--- src/rtl/board_placement_search_if.sv ---
// Candidate/result bus between the placement search and the downstream board simulator.
interface board_placement_search_if;
    logic [3:0]   sim_block;
    logic [3:0]   sim_col;
    logic [1:0]   sim_rotation;
    logic [199:0] sim_board;
    logic         sim_request;
    logic         sim_valid;
    logic [199:0] sim_next_board;
    logic [9:0]   sim_cleared_lines;
    logic         sim_ready;

    modport master (
        output sim_block, sim_col, sim_rotation, sim_board, sim_request,
        input  sim_valid, sim_next_board, sim_cleared_lines, sim_ready
    );

    modport slave (
        input  sim_block, sim_col, sim_rotation, sim_board, sim_request,
        output sim_valid, sim_next_board, sim_cleared_lines, sim_ready
    );
endinterface

--- src/rtl/board_placement_search.sv ---
// Exhaustive placement search: walks every (rotation, column) of a piece through an
// external board simulator and keeps the best-scoring resulting board.
//
// state | meaning
// IDLE  | waiting for start
// ISSUE | sim_request high for the current candidate
// WAIT  | waiting for sim_ready, bounded by SIM_TIMEOUT
// SCORE | score captured result, update best, pick next candidate
// DONE  | search finished; done pulses on the following cycle
module board_placement_search #(
    parameter int CLEAR_WEIGHT  = 8,
    parameter int HEIGHT_WEIGHT = 1,
    parameter int SIM_TIMEOUT   = 4
) (
    input  logic                            clk,
    input  logic                            rst,
    input  logic                            start,
    input  logic [3:0]                      cur_block,
    input  logic [199:0]                    cur_board,
    board_placement_search_if.master        sim,
    output logic                            busy,
    output logic                            done,
    output logic                            found,
    output logic [3:0]                      best_col,
    output logic [1:0]                      best_rotation,
    output logic [9:0]                      best_cleared,
    output logic [199:0]                    best_board
);
    localparam int WW = (SIM_TIMEOUT > 1) ? $clog2(SIM_TIMEOUT) : 1;

    typedef enum logic [2:0] {IDLE, ISSUE, WAIT, SCORE, DONE} state_t;

    state_t              state;
    logic [WW-1:0]       wait_cnt;
    logic                cap_valid;
    logic [9:0]          cap_cleared;
    logic [199:0]        cap_board;
    logic signed [15:0]  best_score;

    logic [1:0]          rot_max;
    logic                last_cand;
    logic [3:0]          nxt_col;
    logic [1:0]          nxt_rot;
    logic [4:0]          height;
    logic signed [15:0]  score;

    // The snapshot block lives in sim_block, so it also selects the rotation count.
    always_comb begin
        rot_max = 2'd1;
        case (sim.sim_block)
            4'd1:                rot_max = 2'd0;
            4'd2, 4'd5, 4'd6:    rot_max = 2'd3;
            default:             rot_max = 2'd1;
        endcase
        last_cand = (sim.sim_col == 4'd9) && (sim.sim_rotation == rot_max);
        nxt_col   = (sim.sim_col == 4'd9) ? 4'd0 : sim.sim_col + 4'd1;
        nxt_rot   = (sim.sim_col == 4'd9) ? sim.sim_rotation + 2'd1 : sim.sim_rotation;
    end

    // Scan bottom-up so the last hit is the topmost occupied row.
    always_comb begin
        height = 5'd0;
        for (int r = 19; r >= 0; r--) begin
            if (|cap_board[r*10 +: 10]) height = 5'(20 - r);
        end
        score = 16'(CLEAR_WEIGHT * int'(cap_cleared) - HEIGHT_WEIGHT * int'(height));
    end

    always_ff @(posedge clk) begin
        if (rst) begin
            state             <= IDLE;
            wait_cnt          <= '0;
            cap_valid         <= 1'b0;
            cap_cleared       <= '0;
            cap_board         <= '0;
            best_score        <= '0;
            busy              <= 1'b0;
            done              <= 1'b0;
            found             <= 1'b0;
            best_col          <= '0;
            best_rotation     <= '0;
            best_cleared      <= '0;
            best_board        <= '0;
            sim.sim_block     <= '0;
            sim.sim_col       <= '0;
            sim.sim_rotation  <= '0;
            sim.sim_board     <= '0;
            sim.sim_request   <= 1'b0;
        end else begin
            done <= 1'b0;
            case (state)
                IDLE: begin
                    if (start) begin
                        sim.sim_block    <= cur_block;
                        sim.sim_board    <= cur_board;
                        sim.sim_col      <= 4'd0;
                        sim.sim_rotation <= 2'd0;
                        sim.sim_request  <= 1'b1;
                        found            <= 1'b0;
                        best_score       <= '0;
                        best_col         <= '0;
                        best_rotation    <= '0;
                        best_cleared     <= '0;
                        best_board       <= '0;
                        busy             <= 1'b1;
                        state            <= ISSUE;
                    end
                end
                ISSUE: begin
                    sim.sim_request <= 1'b0;
                    wait_cnt        <= WW'(SIM_TIMEOUT - 1);
                    state           <= WAIT;
                end
                WAIT: begin
                    if (sim.sim_ready) begin
                        cap_valid   <= sim.sim_valid;
                        cap_board   <= sim.sim_next_board;
                        cap_cleared <= sim.sim_cleared_lines;
                        state       <= SCORE;
                    end else if (wait_cnt == '0) begin
                        cap_valid <= 1'b0;
                        state     <= SCORE;
                    end else begin
                        wait_cnt <= wait_cnt - 1'b1;
                    end
                end
                SCORE: begin
                    if (cap_valid && (!found || score > best_score)) begin
                        found         <= 1'b1;
                        best_score    <= score;
                        best_col      <= sim.sim_col;
                        best_rotation <= sim.sim_rotation;
                        best_cleared  <= cap_cleared;
                        best_board    <= cap_board;
                    end
                    if (last_cand) begin
                        state <= DONE;
                    end else begin
                        sim.sim_col      <= nxt_col;
                        sim.sim_rotation <= nxt_rot;
                        sim.sim_request  <= 1'b1;
                        state            <= ISSUE;
                    end
                end
                DONE: begin
                    done  <= 1'b1;
                    busy  <= 1'b0;
                    state <= IDLE;
                end
                default: state <= IDLE;
            endcase
        end
    end
endmodule

--- src/flat_wrapper.sv ---
// flat-port wrapper written by rule: the top's interface ports become plain ports
module board_placement_search_flat 
#(
    parameter int CLEAR_WEIGHT  = 8,
    parameter int HEIGHT_WEIGHT = 1,
    parameter int SIM_TIMEOUT   = 4
)
  (clk, rst, start, cur_block, cur_board, busy, done, found, best_col, best_rotation, best_cleared, best_board, sim_sim_block, sim_sim_col, sim_sim_rotation, sim_sim_board, sim_sim_request, sim_sim_valid, sim_sim_next_board, sim_sim_cleared_lines, sim_sim_ready);
  board_placement_search_if sim_i ();
  input  logic clk;
  input  logic rst;
  input  logic start;
  input  logic [3:0] cur_block;
  input  logic [199:0] cur_board;
  output logic busy;
  output logic done;
  output logic found;
  output logic [3:0] best_col;
  output logic [1:0] best_rotation;
  output logic [9:0] best_cleared;
  output logic [199:0] best_board;
  output wire logic [$bits(sim_i.sim_block)-1:0] sim_sim_block;
  output wire logic [$bits(sim_i.sim_col)-1:0] sim_sim_col;
  output wire logic [$bits(sim_i.sim_rotation)-1:0] sim_sim_rotation;
  output wire logic [$bits(sim_i.sim_board)-1:0] sim_sim_board;
  output wire logic [$bits(sim_i.sim_request)-1:0] sim_sim_request;
  input wire logic [$bits(sim_i.sim_valid)-1:0] sim_sim_valid;
  input wire logic [$bits(sim_i.sim_next_board)-1:0] sim_sim_next_board;
  input wire logic [$bits(sim_i.sim_cleared_lines)-1:0] sim_sim_cleared_lines;
  input wire logic [$bits(sim_i.sim_ready)-1:0] sim_sim_ready;
  assign sim_sim_block = sim_i.sim_block;
  assign sim_sim_col = sim_i.sim_col;
  assign sim_sim_rotation = sim_i.sim_rotation;
  assign sim_sim_board = sim_i.sim_board;
  assign sim_sim_request = sim_i.sim_request;
  assign sim_i.sim_valid = sim_sim_valid;
  assign sim_i.sim_next_board = sim_sim_next_board;
  assign sim_i.sim_cleared_lines = sim_sim_cleared_lines;
  assign sim_i.sim_ready = sim_sim_ready;
  board_placement_search #(.CLEAR_WEIGHT(CLEAR_WEIGHT), .HEIGHT_WEIGHT(HEIGHT_WEIGHT), .SIM_TIMEOUT(SIM_TIMEOUT)) u_core (.clk(clk), .rst(rst), .start(start), .cur_block(cur_block), .cur_board(cur_board), .sim(sim_i), .busy(busy), .done(done), .found(found), .best_col(best_col), .best_rotation(best_rotation), .best_cleared(best_cleared), .best_board(best_board));
endmodule
--- config.mk ---
export PLATFORM = sky130hd
export DESIGN_NAME = board_placement_search_flat
export DESIGN_NICKNAME = d
export VERILOG_FILES = /design/src/rtl/board_placement_search_if.sv /design/src/rtl/board_placement_search.sv /design/src/flat_wrapper.sv
export SDC_FILE = /design/constraint.sdc
export NUM_CORES = 1
export LEC_CHECK = 0
export ABC_AREA = 1
export BUFFER_PORTS_ARGS = -buffer_cell sky130_fd_sc_hd__buf_2
export CORE_AREA = 2 2 330 332
export CTS_BUF_LIST = sky130_fd_sc_hd__clkbuf_8
export DETAILED_ROUTE_END_ITERATION = 10
export DIE_AREA = 0 0 332 334
export GPL_TIMING_DRIVEN = 0
export SYNTH_ARGS = -nofsm -noshare
export SYNTH_HDL_FRONTEND = slang
export SYNTH_SLANG_ARGS = --single-unit
--- constraint.sdc ---
create_clock -name clk -period 8.4 [get_ports clk]
set_clock_uncertainty 0.05 [all_clocks]
set_input_delay 1.26 -clock clk [delete_from_list [all_inputs] [get_ports clk]]
set_output_delay 1.26 -clock clk [all_outputs]
set_load 0.05 [all_outputs]
* Word-level counts from Yosys, hierarchy flattened
Cells that the tools add are included.
** Word-level totals
- Register bits :: 662
- Input bits :: 419
- Output and inout bits :: 430
- Word-level logic and storage cells :: 142
** Operators by class
- $add $sub $neg :: 4
- Magnitude comparators :: 1
- Equality and inequality tests :: 17
- Multiplexer cells :: 60
- Reduce and logical (&&, ||, !) cells :: 42
** Operators by type and width (count)
- $mux W200 :: 2
- $pmux W200 S2 :: 1
- $reduce_or A10 Y1 :: 20
- $mux W4 :: 12
- $mux W16 :: 2
- $pmux W16 S2 :: 1
- $mux W5 :: 5
- $mux W3 :: 8
- $mux W10 :: 2
- $pmux W10 S2 :: 1
- $gt A16 B16 Y1 :: 1
- $mux W2 :: 8
- $pmux W2 S2 :: 4
- $pmux W4 S2 :: 2
- $sub A13 B5 Y14 :: 1
- $pmux W3 S4 :: 1
- $reduce_and A3 Y1 :: 4
- $reduce_and A2 Y1 :: 5
- $eq A4 B3 Y1 const B :: 2
- $mux W1 :: 8
- $ne A2 B2 Y1 const B :: 4
- $reduce_bool A2 Y1 :: 4
- $eq A3 B2 Y1 const B :: 2
- $add A4 B1 Y4 const B :: 1
- 20 further kinds :: 23

* Depth between registers and ports, before layout
Gate-level depths: netlist of run 1.
- Depth in word-level cells :: 27
- Mapped depth :: 43
- Depth with buffers taken out :: 41

* Worst setup path before layout of run 1
Ideal clock, no wire load.
- Kind :: reg-to-reg
- From :: reg u_core.cap_board[2]
- To :: reg u_core.best_board[190]
- Setup time :: 0.071 ns
- Data arrival time :: 4.108 ns
- Data required time :: 8.279 ns
- Slack :: 4.171 ns
- Cell stages (with the launch flop) :: 29
- Path buffers :: 2
- Clock period less this slack :: 4.229 ns
- Path through :: dfxtp_1 -> inv_1 -> nand4_1 -> nor4_4 -> nor3b_1 -> nand2_1 -> ha_1 -> inv_1 -> nor4_1 -> nand2_2 -> nand2_1 -> nand2_1 -> and2_1 -> ha_1 -> a21oi_1 -> nor2_1 -> a211oi_1 -> a21oi_1 -> o21ai_1 -> nand2_1 -> o311ai_1 -> o211ai_1 -> nand2_1 -> nand2_1 -> inv_2 -> buf_2 -> buf_2 -> nand2_1 -> a21oi_1
** On the way
- Word-level cells in the longest chain between the ends :: 8
** Ends and longest elaborated chain
- start, declared :: RTL line board_placement_search.sv:37 : logic [199:0] cap_board;
- start signal, assigned :: RTL line board_placement_search.sv:117 : cap_board <= sim.sim_next_board;
- $reduce_or A10 Y1 :: RTL line board_placement_search.sv:64 : if (|cap_board[r*10 +: 10]) height = 5'(20 - r);
- $mux W5 :: RTL line board_placement_search.sv:64
- $sub A13 B5 Y14 :: RTL line board_placement_search.sv:66 : score = 16'(CLEAR_WEIGHT * int'(cap_cleared) - HEIGHT_WEIGHT * int'(height));
- $gt A16 B16 Y1 :: RTL line board_placement_search.sv:128 : if (cap_valid && (!found || score > best_score)) begin
- $logic_or A1 B1 Y1 :: RTL line board_placement_search.sv:128
- $logic_and A1 B1 Y1 :: RTL line board_placement_search.sv:128
- $ne A2 B1 Y1 (no source line)
- $reduce_and A3 Y1 (no source line)
- end signal, assigned :: RTL line board_placement_search.sv:134 : best_board <= cap_board;
- end, declared :: RTL line board_placement_search.sv:27 : output logic [199:0] best_board
No other way between the ends.
A chain may end at the register's enable or synchronous reset.

* Final worst setup path of run 1
- From :: reg u_core.cap_board[195]
- To :: reg u_core.best_board[195]
** On the way
- Word-level cells in the longest chain between the ends :: 27
- Elaborated cells on any way between the ends :: 29
- Those cells by class :: add/sub: 1; order compare: 1; eq/ne: 1; mux: 22; reduce/logical: 4
** Ends and longest elaborated chain (RTL line)
- $reduce_or A10 Y1 :: board_placement_search.sv:64
- $mux W1 :: board_placement_search.sv:64
- $mux W2 (2 in series) :: board_placement_search.sv:64
- $mux W3 (4 in series) :: board_placement_search.sv:64
- $mux W4 (8 in series) :: board_placement_search.sv:64
- $mux W5 (5 in series) :: board_placement_search.sv:64
- $sub A13 B5 Y14 :: board_placement_search.sv:66
- $gt A16 B16 Y1 :: board_placement_search.sv:128
- $logic_or A1 B1 Y1 :: board_placement_search.sv:128
- $logic_and A1 B1 Y1 :: board_placement_search.sv:128
- $ne A2 B1 Y1 (no source line)
- $reduce_and A3 Y1 (no source line)
Parallel ways exist; a longest one is shown, timed or not. The select of a mux whose other input is x is not followed.

==> run metrics, run 1 <==
Net Count, Synth 3584; most common cell after layout, fill and taps aside buf_2; CTS-repair resized insts 0; HP Start u_core.best_board[139]$_SDFFE_PP0P_; Final Setup Violations 0; Final Cell Area 32500 um2; Worst Path Arrival about 6400 ps; Die Y about 330 um; Gate Count Post-Synth 3145; most frequent cells in the layout buf_2 (893), nor2_1 (700), dfxtp_1 (660); worst reg2reg path depth 43; CP Launch Type flip-flop; CP max stage cell buf_2; Max-slew headroom 13.6%; DP HPWL roughly 90 mm; synth-to-layout area growth 34.4%; Post-CTS Setup Inserts 0; Worst Hold End u_core.best_board[139]$_SDFFE_PP0P_; clock latency on the worst-skew pair roughly 790 ps; first-pass GRT wire length roughly 160 mm; area share of fa/ha/maj cells after synthesis under 10%; Compound-Gate Fraction of Synth Area roughly 16%; Initial DRT Pass Iterations 5; post-synthesis sequential area ratio a little over half; RSZ-0062 raised after global routing false; CTS hold repair buffers 0; synth warn 0; fill count approximately 12000; Max Cap Viol 0; detailed-route wire length ~110 mm; DIE AREA around 110000 um2; setup_tns 0 ps; WP data required between 9000 and 10000 ps; placed cell area ~30000 um2; period utilization about two thirds; Remaining Overflow, GRT 0; Reg2Reg Capture Point u_core.best_board[195]$_SDFFE_PP0P_; # nets final 4545; Final Hold Violating Endpoints 0; Worst Hold Depth 2; CP max stage delay 360 ps; DRT antenna net count 0; IO Port Bufs between 800 and 900; Distinct cells, synth 39; vias in the first global route roughly 24000; CTS buffer count ~110; DR iter-0 viols roughly 1100; outcome complete, no violations; Simple-Gate Fraction of Synth Area a little over a fifth; reg2reg setup slack between 2000 and 3000 ps; mux contribution to synthesized area 0%; CP Max Fanout 10; mapped cell area 24200 um2; pwr/cell area approximately 280 nW/um2; TritonCTS clock tree done; Placeable Area around 110000 um2; Slew @ Worst Pin 1300 ps; top-level I/O count 849; initial antenna violation count 29; CP delay by family, top simple AND/OR/NAND/NOR gates; total clock sinks between 600 and 700; VDD IR-drop max about 0.17 mV; Via-to-Cell Ratio between 4 and 5; Pwr Total between 0.008 and 0.009 W; share of cells above drive strength 1 roughly a quarter; RR Startpoint u_core.cap_board[195]$_SDFFE_PP0P_; CP dominant cell by count nand2_1; XOR/XNOR Fraction of Synth Area less than 1%; WP buf/inv 3; max-slew violation count 0; via count between 20000 and 25000; DIE WIDTH around 330 um; Worst-path clk slew approximately 60 ps; GRT Util Overall 19.3%; Achievable Freq between 150 and 200 MHz; GP Congestion a little over 0.9; synthesized flop and latch total 660; Tmin final approximately 5700 ps; HP Class flip-flop to flip-flop; number of H-tree levels 3; clock root cell clkbuf_8; Final Util between 30% and 40%; WL per Instance between 15 and 20 um; Mean Syn Cell Area slightly below 8 um2; row cnt roughly 120; Crit. End Element flip-flop; largest net degree at the start of global routing 16; drc violations 0; LEAKAGE 14.7 nW; CP Class flip-flop to flip-flop; initial core utilization 22.4%; main combinational cell family by area after synthesis simple AND/OR/NAND/NOR gates; maximum root-to-sink buffer count 3
-- where the power goes --
part / switching, W / internal [W]
clock network: 0.00140 / 0.00154
logic: 0.00182 / 0.000609
registers: 0.000174 / 0.00342
-- state kept, by name (all words and copies together) (netlist names) --
name and flops:
u_core.cap_cleared 10, u_core.found 1, u_core.best_col 4, u_core.wait_cnt 2, u_core.busy 1, u_core.sim.sim_block 4
u_core.state 3, u_core.done 1, u_core.best_score 14, u_core.sim.sim_col 4, u_core.best_cleared 10, u_core.sim.sim_request 1
u_core.best_rotation 2, u_core.sim.sim_rotation 2, u_core.best_board 200, u_core.sim.sim_board 200, u_core.cap_valid 1, u_core.cap_board 200
-- worst reg2reg max path, delay by kind of cell, from the launching register on --
kind / cells / cell delay, ps
simple gates: 30 / 2720
compound gates: 7 / 960
buf+inv: 3 / 840
fa+ha+maj: 2 / 500
flops: 1 / 320
xor+xnor: 1 / 240
-- cell type report --
cell class	instances	area, um2	area share (%)
plain buffers	213	860	2.64
repair buffers	847	4240	13.0
diodes	15	37.5	0.115
clock buffers	137	1890	5.80
clock inverters	69	379	1.17
flip-flops and latches	660	13200	40.6
inverters	138	518	1.59
well taps	1414	1770	5.44
multi-input cells	2134	9610	29.6
-- per-stage QoR --
| step | cells | setup slack [ps] | hold WS [ps] |
|---|---|---|---|
| floorplan | 3145 | 4170 | 383 |
| global placement | 5406 | 2390 | 396 |
| detailed placement | 5406 | 2420 | 400 |
| CTS | 5612 | 2370 | 404 |
| global route | 5621 | 1820 | 420 |
| finish | 5627 | 2680 | 407 |
-- how the worst max path moves through the flow --
| stage | start | endpoint | slack, ps | cells after the start |
|---|---|---|---|---|
| floorplan | u_core.cap_board[2]$_SDFFE_PP0P_ | u_core.best_board[190]$_SDFFE_PP0P_ | 4170 | 28 |
| global placement | u_core.cap_board[195]$_SDFFE_PP0P_ | u_core.best_board[195]$_SDFFE_PP0P_ | 2390 | 43 |
| detailed placement | u_core.cap_board[195]$_SDFFE_PP0P_ | u_core.best_board[197]$_SDFFE_PP0P_ | 2420 | 43 |
| CTS | u_core.cap_board[195]$_SDFFE_PP0P_ | u_core.best_board[195]$_SDFFE_PP0P_ | 2370 | 43 |
| global route | u_core.cap_board[195]$_SDFFE_PP0P_ | u_core.best_board[194]$_SDFFE_PP0P_ | 1820 | 43 |
| finish | u_core.cap_board[195]$_SDFFE_PP0P_ | u_core.best_board[195]$_SDFFE_PP0P_ | 2680 | 43 |
-- metal layers --
metal | vias to the layer above | track usage [%] | routed length [um]
met5 | - | 0 | 114
met3 | 216 | 5.20 | 8170
met1 | 11600 | 21.8 | 43900
met4 | 16 | 9.38 | 5050
li1 | 12200 | - | -
met2 | 860 | 33.6 | 54300
-- cell usage after synthesis (all sizes together) --
library cell | instances | area, um2
dfxtp | 660 | 13200
clkinv | 1 | 3.75
xor2 | 10 | 110
o211ai | 1 | 7.51
buf | 46 | 230
nor3 | 15 | 110
and2 | 5 | 31.3
or2 | 3 | 18.8
o21bai | 3 | 33.8
nor3b | 2 | 15.0
nor4 | 21 | 159
a221oi | 2 | 17.5
a211oi | 4 | 30.0
ha | 20 | 250
a21oi | 340 | 1710
o21ai | 423 | 2120
nand3b | 1 | 7.51
nand2 | 531 | 2020
clkbuf | 167 | 627
inv | 137 | 514
nand4 | 30 | 200
o311ai | 1 | 8.76
nand3 | 19 | 110
nor2 | 703 | 2650
-- cell families (layout without fill, tap and decap cells) --
family                     count (synthesis)  after routing
AOI/OAI and AO/OA                        774            774
xor gates and xnor gates                  10             10
adders and majority gates                 20             20
buffers and inverters                    351           1404
DFF                                      660            660
other                                      0             15
and+or+nand+nor                         1330           1330
Power figures use the tool's default switching activity.
==> run 2, diff against run 1 <==
--- a/config.mk
+++ b/config.mk
@@ -5,12 +5,12 @@
 export SDC_FILE = /design/constraint.sdc
 export NUM_CORES = 1
 export LEC_CHECK = 0
-export ABC_AREA = 1
+export ABC_AREA = 0
 export BUFFER_PORTS_ARGS = -buffer_cell sky130_fd_sc_hd__buf_2
-export CORE_AREA = 2 2 330 332
+export CORE_AREA = 2 2 331 333
 export CTS_BUF_LIST = sky130_fd_sc_hd__clkbuf_8
 export DETAILED_ROUTE_END_ITERATION = 10
-export DIE_AREA = 0 0 332 334
+export DIE_AREA = 0 0 333 335
 export GPL_TIMING_DRIVEN = 0
 export SYNTH_ARGS = -nofsm -noshare
 export SYNTH_HDL_FRONTEND = slang
==> constraint.sdc (replaced) <==
create_clock -name clk -period 5.4 [get_ports clk]
set_clock_uncertainty 0.05 [all_clocks]
set_input_delay 0.81 -clock clk [delete_from_list [all_inputs] [get_ports clk]]
set_output_delay 0.81 -clock clk [all_outputs]
set_load 0.05 [all_outputs]
==> run 2 against run 1 <==
The run now ends with setup timing left. Die area increased by 0.60%. Sequential power grew 48%. Non-clock buffer count grew 89. First-iteration DRC count rose by 23%. Synthesized area grew 0.97%. Sequential share of layout area decreased by 3.7 points. Maximum frequency grew 3.8%. Utilization rose by 3.0 points. Register-to-register slack got worse by 2800 ps. Worst setup slack worse by 2800 ps. Routed wire length increased by 10%. Global-route usage is 1.2 points higher. Critical endpoint is now u_core.best_score[8]$_SDFFE_PP0P_.
==> run metrics, run 2 <==
initial core utilization 22.6% (was 22.4%); biggest regs u_core.best_board x200, u_core.cap_board x200, u_core.sim.sim_board x200 (unchanged); clock root cell clkbuf_8 (unchanged); GP Congestion 0.959 (was 0.906); reg2reg setup slack -110 ps (was 2680 ps); vias in the first global route 25300 (was 24200); WP data required 6010 ps (was 9030 ps); failing checks setup timing; setup_tns -7240 ps (was 0 ps); RSZ-0062 raised after global routing true (was false); TritonCTS clock tree done (unchanged); # nets final 4586 (was 4545); HP Class input pin to flip-flop (was flip-flop to flip-flop); Worst Hold Depth 3 (was 2); detailed-route wire length 123 mm (was 112 mm); DIE WIDTH 333 um (was 332 um); drc violations 0 (unchanged); max-slew violation count 0 (unchanged); Worst Hold End u_core.sim.sim_board[12]$_SDFFE_PP0P_ (was u_core.best_board[139]$_SDFFE_PP0P_); Mean Syn Cell Area 7.82 um2 (was 7.69 um2); CTS buffer count 113 (was 112); LEAKAGE 14.6 nW (was 14.7 nW); CTS hold repair buffers 0 (unchanged); Gate Count Post-Synth 3124 (was 3145); Initial DRT Pass Iterations 6 (was 5); initial antenna violation count 28 (was 29); most common cell after layout, fill and taps aside nand2_1 (was buf_2); worst reg2reg path depth 26 (was 43); main flop type after synthesis dfxtp_1 (unchanged); Remaining Overflow, GRT 0 (unchanged); top-level I/O count 849 (unchanged); DIE AREA 112000 um2 (was 111000 um2); Final Util 33.1% (was 30.2%); CP dominant cell by count or3_4 (was nand2_1); VDD IR-drop max 0.234 mV (was 0.169 mV); CP max stage delay 540 ps (was 360 ps); number of enable flip-flop cells after synthesis 0 (unchanged); Max Cap Viol 0 (unchanged); CP Class flip-flop to flip-flop (unchanged); RR Startpoint u_core.cap_board[23]$_SDFFE_PP0P_ (was u_core.cap_board[195]$_SDFFE_PP0P_); CP max stage cell or4_4 (was buf_2); share of cells above drive strength 1 33.7% (was 26.0%); Final Hold Violating Endpoints 0 (unchanged); via count 26300 (was 24800); DR iter-0 viols 1394 (was 1132); Worst Path Arrival 6120 ps (was 6350 ps); Distinct cells, synth 65 (was 39); synthesized flop and latch total 660 (unchanged); DP HPWL 95.2 mm (was 88.2 mm); largest net degree at the start of global routing 16 (unchanged); total clock sinks 660 (unchanged); final setup margin -111 ps (was 2680 ps); top cells by count, synth nand2_1 (1059), dfxtp_1 (660), a21oi_1 (645), nand3_1 (235), clkbuf_1 (219) (was nor2_1 (700), dfxtp_1 (660), nand2_1 (525), o21ai_0 (422), a21oi_1 (337)); outcome finished with violations (was complete, no violations); GRT Util Overall 20.5% (was 19.3%); post-synth top area share 54.1% (was 54.6%); Placeable Area 108000 um2 (about the same); CP Launch Type flip-flop (unchanged); first-pass GRT wire length 168 mm (was 158 mm); most frequent cell after synthesis nand2_1 (was nor2_1); Net Count, Synth 3563 (was 3584); Max-slew headroom 13.5% (was 13.6%); synth top area cells dfxtp_1 (54%), nand2_1 (16%), a21oi_1 (13%) (was dfxtp_1 (55%), nor2_1 (11%), o21ai_0 (8.7%)); most frequent cells in the layout nand2_1 (1027), buf_2 (850), dfxtp_1 (657) (was buf_2 (893), nor2_1 (700), dfxtp_1 (660)); cell taking the most area after synthesis dfxtp_1 (unchanged); pwr/cell area 373 nW/um2 (was 275 nW/um2); maximum root-to-sink buffer count 3 (unchanged); DRT antenna net count 0 (unchanged); Async SR Flop Fraction 0% (unchanged); Achievable Freq 181 MHz (was 175 MHz); clock latency on the worst-skew pair 760 ps (was 790 ps); CP Max Fanout 7 (was 10); Final Cell Area 35800 um2 (was 32500 um2); period utilization 102% (was 68.1%); synth-to-layout area growth 46.6% (was 34.4%); IO Port Bufs 848 (was 847); Die Y 335 um (was 334 um); Reg2Reg Capture Point u_core.best_score[8]$_SDFFE_PP0P_ (was u_core.best_board[195]$_SDFFE_PP0P_); Via-to-Cell Ratio 4.64 (was 4.41); placed cell area 30500 um2 (was 30200 um2); Final Setup Violations 168 (was 0); Worst-path clk slew 70 ps (was 60 ps); WL per Instance 21.7 um (was 19.8 um); row cnt 121 (unchanged); Pwr Total 0.0134 W (was 0.00895 W); post-synthesis sequential area ratio 54.1% (was 54.6%); number of H-tree levels 3 (unchanged); synth warn 0 (unchanged); Slew @ Worst Pin 1300 ps (about the same); Tmin final 5510 ps (was 5720 ps); HP Start cur_board[12] (was u_core.best_board[139]$_SDFFE_PP0P_); mapped cell area 24400 um2 (was 24200 um2); Crit. End Element flip-flop (unchanged); dpl ws -1780 ps (was 2420 ps)
## run 2: layout make-up
| cell class | instances | area (um2) |
|---|---|---|
| sequential | 660 | 13200 |
| buffer | 239 | 1660 |
| clock buffer | 143 | 1970 |
| antenna | 15 | 37.5 |
| timing repair buffer | 910 | 5060 |
| clock inverter | 60 | 330 |
| fill | 11600 | 72300 |
| inverter | 27 | 104 |
| multi-input combinational | 2196 | 11700 |
| tap | 1414 | 1770 |
## run 2: worst max-delay path by stage
| stage | from | to | cells past startpoint |
|---|---|---|---|
| global route | u_core.cap_board[23]$_SDFFE_PP0P_ | u_core.best_board[100]$_SDFFE_PP0P_ | 26 |
| finish | u_core.cap_board[23]$_SDFFE_PP0P_ | u_core.best_score[8]$_SDFFE_PP0P_ | 26 |
| CTS | u_core.cap_board[23]$_SDFFE_PP0P_ | u_core.best_board[60]$_SDFFE_PP0P_ | 25 |
| floorplan | u_core.cap_board[24]$_SDFFE_PP0P_ | u_core.best_score[11]$_SDFFE_PP0P_ | 22 |
| detailed placement | u_core.cap_board[24]$_SDFFE_PP0P_ | u_core.best_board[110]$_SDFFE_PP0P_ | 24 |
| global placement | u_core.cap_board[24]$_SDFFE_PP0P_ | u_core.best_board[73]$_SDFFE_PP0P_ | 24 |
## run 2: critical path: cells and delay by family (launching register included)
kind | cells | cell delay (ps)
adders and majority gates | 2 | 360
AOI/OAI and AO/OA | 7 | 1020
DFF | 1 | 320
and+or+nand+nor | 13 | 3010
buffers and inverters | 4 | 630
## run 2: cells by family (layout without fill, tap and decap cells)
logic type,count (synthesis),after routing,share of synthesized area [%]
simple gates,1457,1457,25.0
compound gates,705,705,15.2
flops,660,660,54.1
buf+inv,268,1379,4.22
fa+ha+maj,20,20,1.02
xor+xnor,13,13,0.466
mux,1,1,0.0410
other cells,0,15,0
## run 2: stage by stage
stage               std cells  hold WS, ps
global route             5658          163
floorplan                3124          375
detailed placement       5388          391
CTS                      5625          128
global placement         5386          388
finish                   5664          236
## run 2: what timing repair did
action	CTS	global route
endpoints found under the hold margin	0	0
resized for setup	229	309
gates cloned	10	13
pin swaps	82	164
buffers inserted	24	15
endpoints found under the setup margin	231	231
## run 2: per-layer routing
metal	routed length [um]	GRT usage, %	vias up	share of wire (%)
met5	69	0	-	0.056
met4	5850	9.63	10	4.8
met3	8720	5.83	254	7.1
met2	60700	35.8	931	49
met1	47400	23.0	12500	39
li1	-	-	12500	-
## run 2: power by group
group / total [W] / internal (W) / switching, W
Sequential: 0.00533 / 0.00513 / 0.000200
Clock: 0.00464 / 0.00246 / 0.00217
Combinational: 0.00339 / 0.00103 / 0.00236
==> run 3, diff against run 2 <==
--- a/config.mk
+++ b/config.mk
@@ -5,12 +5,12 @@
 export SDC_FILE = /design/constraint.sdc
 export NUM_CORES = 1
 export LEC_CHECK = 0
-export ABC_AREA = 0
+export ABC_AREA = 1
 export BUFFER_PORTS_ARGS = -buffer_cell sky130_fd_sc_hd__buf_2
-export CORE_AREA = 2 2 331 333
+export CORE_AREA = 2 2 330 332
 export CTS_BUF_LIST = sky130_fd_sc_hd__clkbuf_8
 export DETAILED_ROUTE_END_ITERATION = 10
-export DIE_AREA = 0 0 333 335
+export DIE_AREA = 0 0 332 334
 export GPL_TIMING_DRIVEN = 0
 export SYNTH_ARGS = -nofsm -noshare
 export SYNTH_HDL_FRONTEND = slang
==> run 3 against run 2 <==
The flow now finishes without violations. Total power up 6.6%. Sequential cell count stayed put. Final area fell by 7.3%. Count of clock-buffer cells in the layout is 6 lower. Non-clock buffer count fell by 83. Routed wire length shrank 8.5%. Via count fell by 5.3%. Sequential power increased by 4.9%. Utilization shrank 2.3 points. Sequential share of layout area up 2.9 points. Cell count down 0.56%. Largest cell class unchanged.
==> run metrics, run 3 (same netlist as run 1, synthesis figures left out) <==
CP delay by family, top simple AND/OR/NAND/NOR gates (unchanged); Final Hold Violating Endpoints 0 (unchanged); DP HPWL 88.2 mm (was 95.2 mm); # nets final 4551 (was 4586); crit path to u_core.best_board[184]$_SDFFE_PP0P_ (was u_core.best_score[8]$_SDFFE_PP0P_); initial core utilization 22.4% (was 22.6%); clock latency on the worst-skew pair 790 ps (was 760 ps); Slew @ Worst Pin 1290 ps (was 1300 ps); Worst path depth 39 (was 26); dpl ws -583 ps (was -1780 ps); HP Class input pin to flip-flop (unchanged); Max Cap Viol 0 (unchanged); Tmin final 4950 ps (was 5510 ps); DRT antenna net count 0 (unchanged); highest routed layer met5 (unchanged); Met1 Wirelength 44.1 mm (was 47.4 mm); pwr/cell area 429 nW/um2 (was 373 nW/um2); CP dominant cell by count nand2_2 (was or3_4); CP Launch Point u_core.cap_board[154]$_SDFFE_PP0P_ (was u_core.cap_board[23]$_SDFFE_PP0P_); total clock sinks 660 (unchanged); DIE AREA 111000 um2 (was 112000 um2); top-level I/O count 849 (unchanged); placed cell area 30200 um2 (was 30500 um2); GP Congestion 0.906 (was 0.959); Non-Filler Instances 5632 (was 5664); Remaining Overflow, GRT 0 (unchanged); biggest regs u_core.best_board x200, u_core.cap_board x200, u_core.sim.sim_board x200 (unchanged); synth-to-layout area growth 37.2% (was 46.6%); Placeable Area 108000 um2 (about the same); share of cells above drive strength 1 27.4% (was 33.7%); most frequent cells in the layout buf_2 (849), nor2_1 (695), dfxtp_1 (658) (was nand2_1 (1027), buf_2 (850), dfxtp_1 (657)); clock root cell clkbuf_8 (unchanged); WL per Instance 20.0 um (was 21.7 um); row cnt 121 (unchanged); Achievable Freq 202 MHz (was 181 MHz); Initial DRT Pass Iterations 5 (was 6); drc violations 0 (unchanged); maximum root-to-sink buffer count 3 (unchanged); first-pass GRT wire length 158 mm (was 168 mm); DIE WIDTH 332 um (was 333 um); WP buf/inv 3 (was 4); largest net degree at the start of global routing 16 (unchanged); CTS buffer count 112 (was 113); WP data required 6040 ps (was 6010 ps); CP Launch Type flip-flop (unchanged); placed insts 5406 (was 5388); IO Port Bufs 847 (was 848); RR Startpoint u_core.cap_board[154]$_SDFFE_PP0P_ (was u_core.cap_board[23]$_SDFFE_PP0P_); worst reg2reg path depth 39 (was 26); LEAKAGE 14.9 nW (was 14.6 nW); detailed-route wire length 112 mm (was 123 mm); Reg2Reg Capture Point u_core.best_board[184]$_SDFFE_PP0P_ (was u_core.best_score[8]$_SDFFE_PP0P_); number of H-tree levels 3 (unchanged); Worst-path clk slew 60 ps (was 70 ps); setup_tns 0 ps (was -7240 ps); Via-to-Cell Ratio 4.42 (was 4.64); DR iter-0 viols 1229 (was 1394); Max-slew headroom 14.0% (was 13.5%); final setup margin 450 ps (was -111 ps); outcome complete, no violations (was finished with violations); initial antenna violation count 29 (was 28); Final Util 30.8% (was 33.1%); Final Cell Area 33200 um2 (was 35800 um2); GRT Util Overall 19.3% (was 20.5%); period utilization 91.7% (was 102%); Crit. End Element flip-flop (unchanged); CP Class flip-flop to flip-flop (unchanged); vias in the first global route 24200 (was 25300); Die Y 334 um (was 335 um); TritonCTS clock tree done (unchanged); CP max stage delay 400 ps (was 540 ps); Worst Path Arrival 5590 ps (was 6120 ps); VDD IR-drop max 0.263 mV (was 0.234 mV); met3 routed wirelength 8.36 mm (was 8.72 mm); max-slew violation count 0 (unchanged); Final Setup Violations 0 (was 168); CP Max Fanout 10 (was 7); wire length on met2 54.8 mm (was 60.7 mm); via count 24900 (was 26300); CTS hold repair buffers 0 (unchanged); most common cell after layout, fill and taps aside buf_2 (was nand2_1); CP max stage cell nor4_2 (was or4_4); reg2reg setup slack 450 ps (was -110 ps)
## run 3: worst min path at each step
stage	start	end	slack (ps)	depth (start not counted)
2_1_floorplan	u_core.wait_cnt[1]$_SDFFE_PP0P_	u_core.wait_cnt[1]$_SDFFE_PP0P_	380	2
3_3_place_gp	u_core.best_col[1]$_SDFFE_PP0P_	u_core.best_col[1]$_SDFFE_PP0P_	400	2
3_5_place_dp	u_core.best_board[139]$_SDFFE_PP0P_	u_core.best_board[139]$_SDFFE_PP0P_	400	2
4_1_cts	cur_board[1]	u_core.sim.sim_board[1]$_SDFFE_PP0P_	100	3
5_1_grt	sim_sim_next_board[92]	u_core.cap_board[92]$_SDFFE_PP0P_	160	3
6_report	cur_board[37]	u_core.sim.sim_board[37]$_SDFFE_PP0P_	210	3
## run 3: per-layer routing
layer / vias up / global-route usage [%]
met5: - / 0
met3: 217 / 5.14
met1: 11600 / 21.9
li1: 12200 / -
met4: 16 / 9.31
met2: 898 / 33.7
## run 3: cell type report
type / count / area, um2
flip-flops and latches: 660 / 13200
inverters: 138 / 533
diodes: 14 / 35.0
clock buffers: 137 / 1890
fillers: 11800 / 74600
plain buffers: 213 / 1170
multi-input cells: 2134 / 9860
repair buffers: 853 / 4340
well taps: 1414 / 1770
clock inverters: 69 / 379
## run 3: timing repair
item / in CTS / in global routing
cloned: 0 / 3
gates resized for setup: 75 / 90
pin swaps: 3 / 16
buffers inserted: 2 / 1
setup endpoints to repair: 230 / 230
## run 3: metrics by stage
step | power (W) | hold slack (ps)
after floorplan | 0.00810 | 383
after global placement | 0.00947 | 396
after detailed placement | 0.00950 | 400
after CTS | 0.0142 | 97.6
after global routing | 0.0150 | 156
final | 0.0142 | 211
## run 3: worst register-to-register path: cells and delay by family, from the launching register on
kind	cells	cell delay (ps)
compound gates	7	1030
buf+inv	3	440
fa+ha+maj	2	430
simple gates	26	2380
flops	1	320
xor+xnor	1	210
## run 3: power by group
group / leakage, nW / switching [W] / total (W) / internal (W)
clock network: 1.33 / 0.00217 / 0.00456 / 0.00239
registers: 5.38 / 0.000276 / 0.00559 / 0.00532
logic: 8.19 / 0.00294 / 0.00408 / 0.00114
total: 14.9 / 0.00539 / 0.0142 / 0.00884
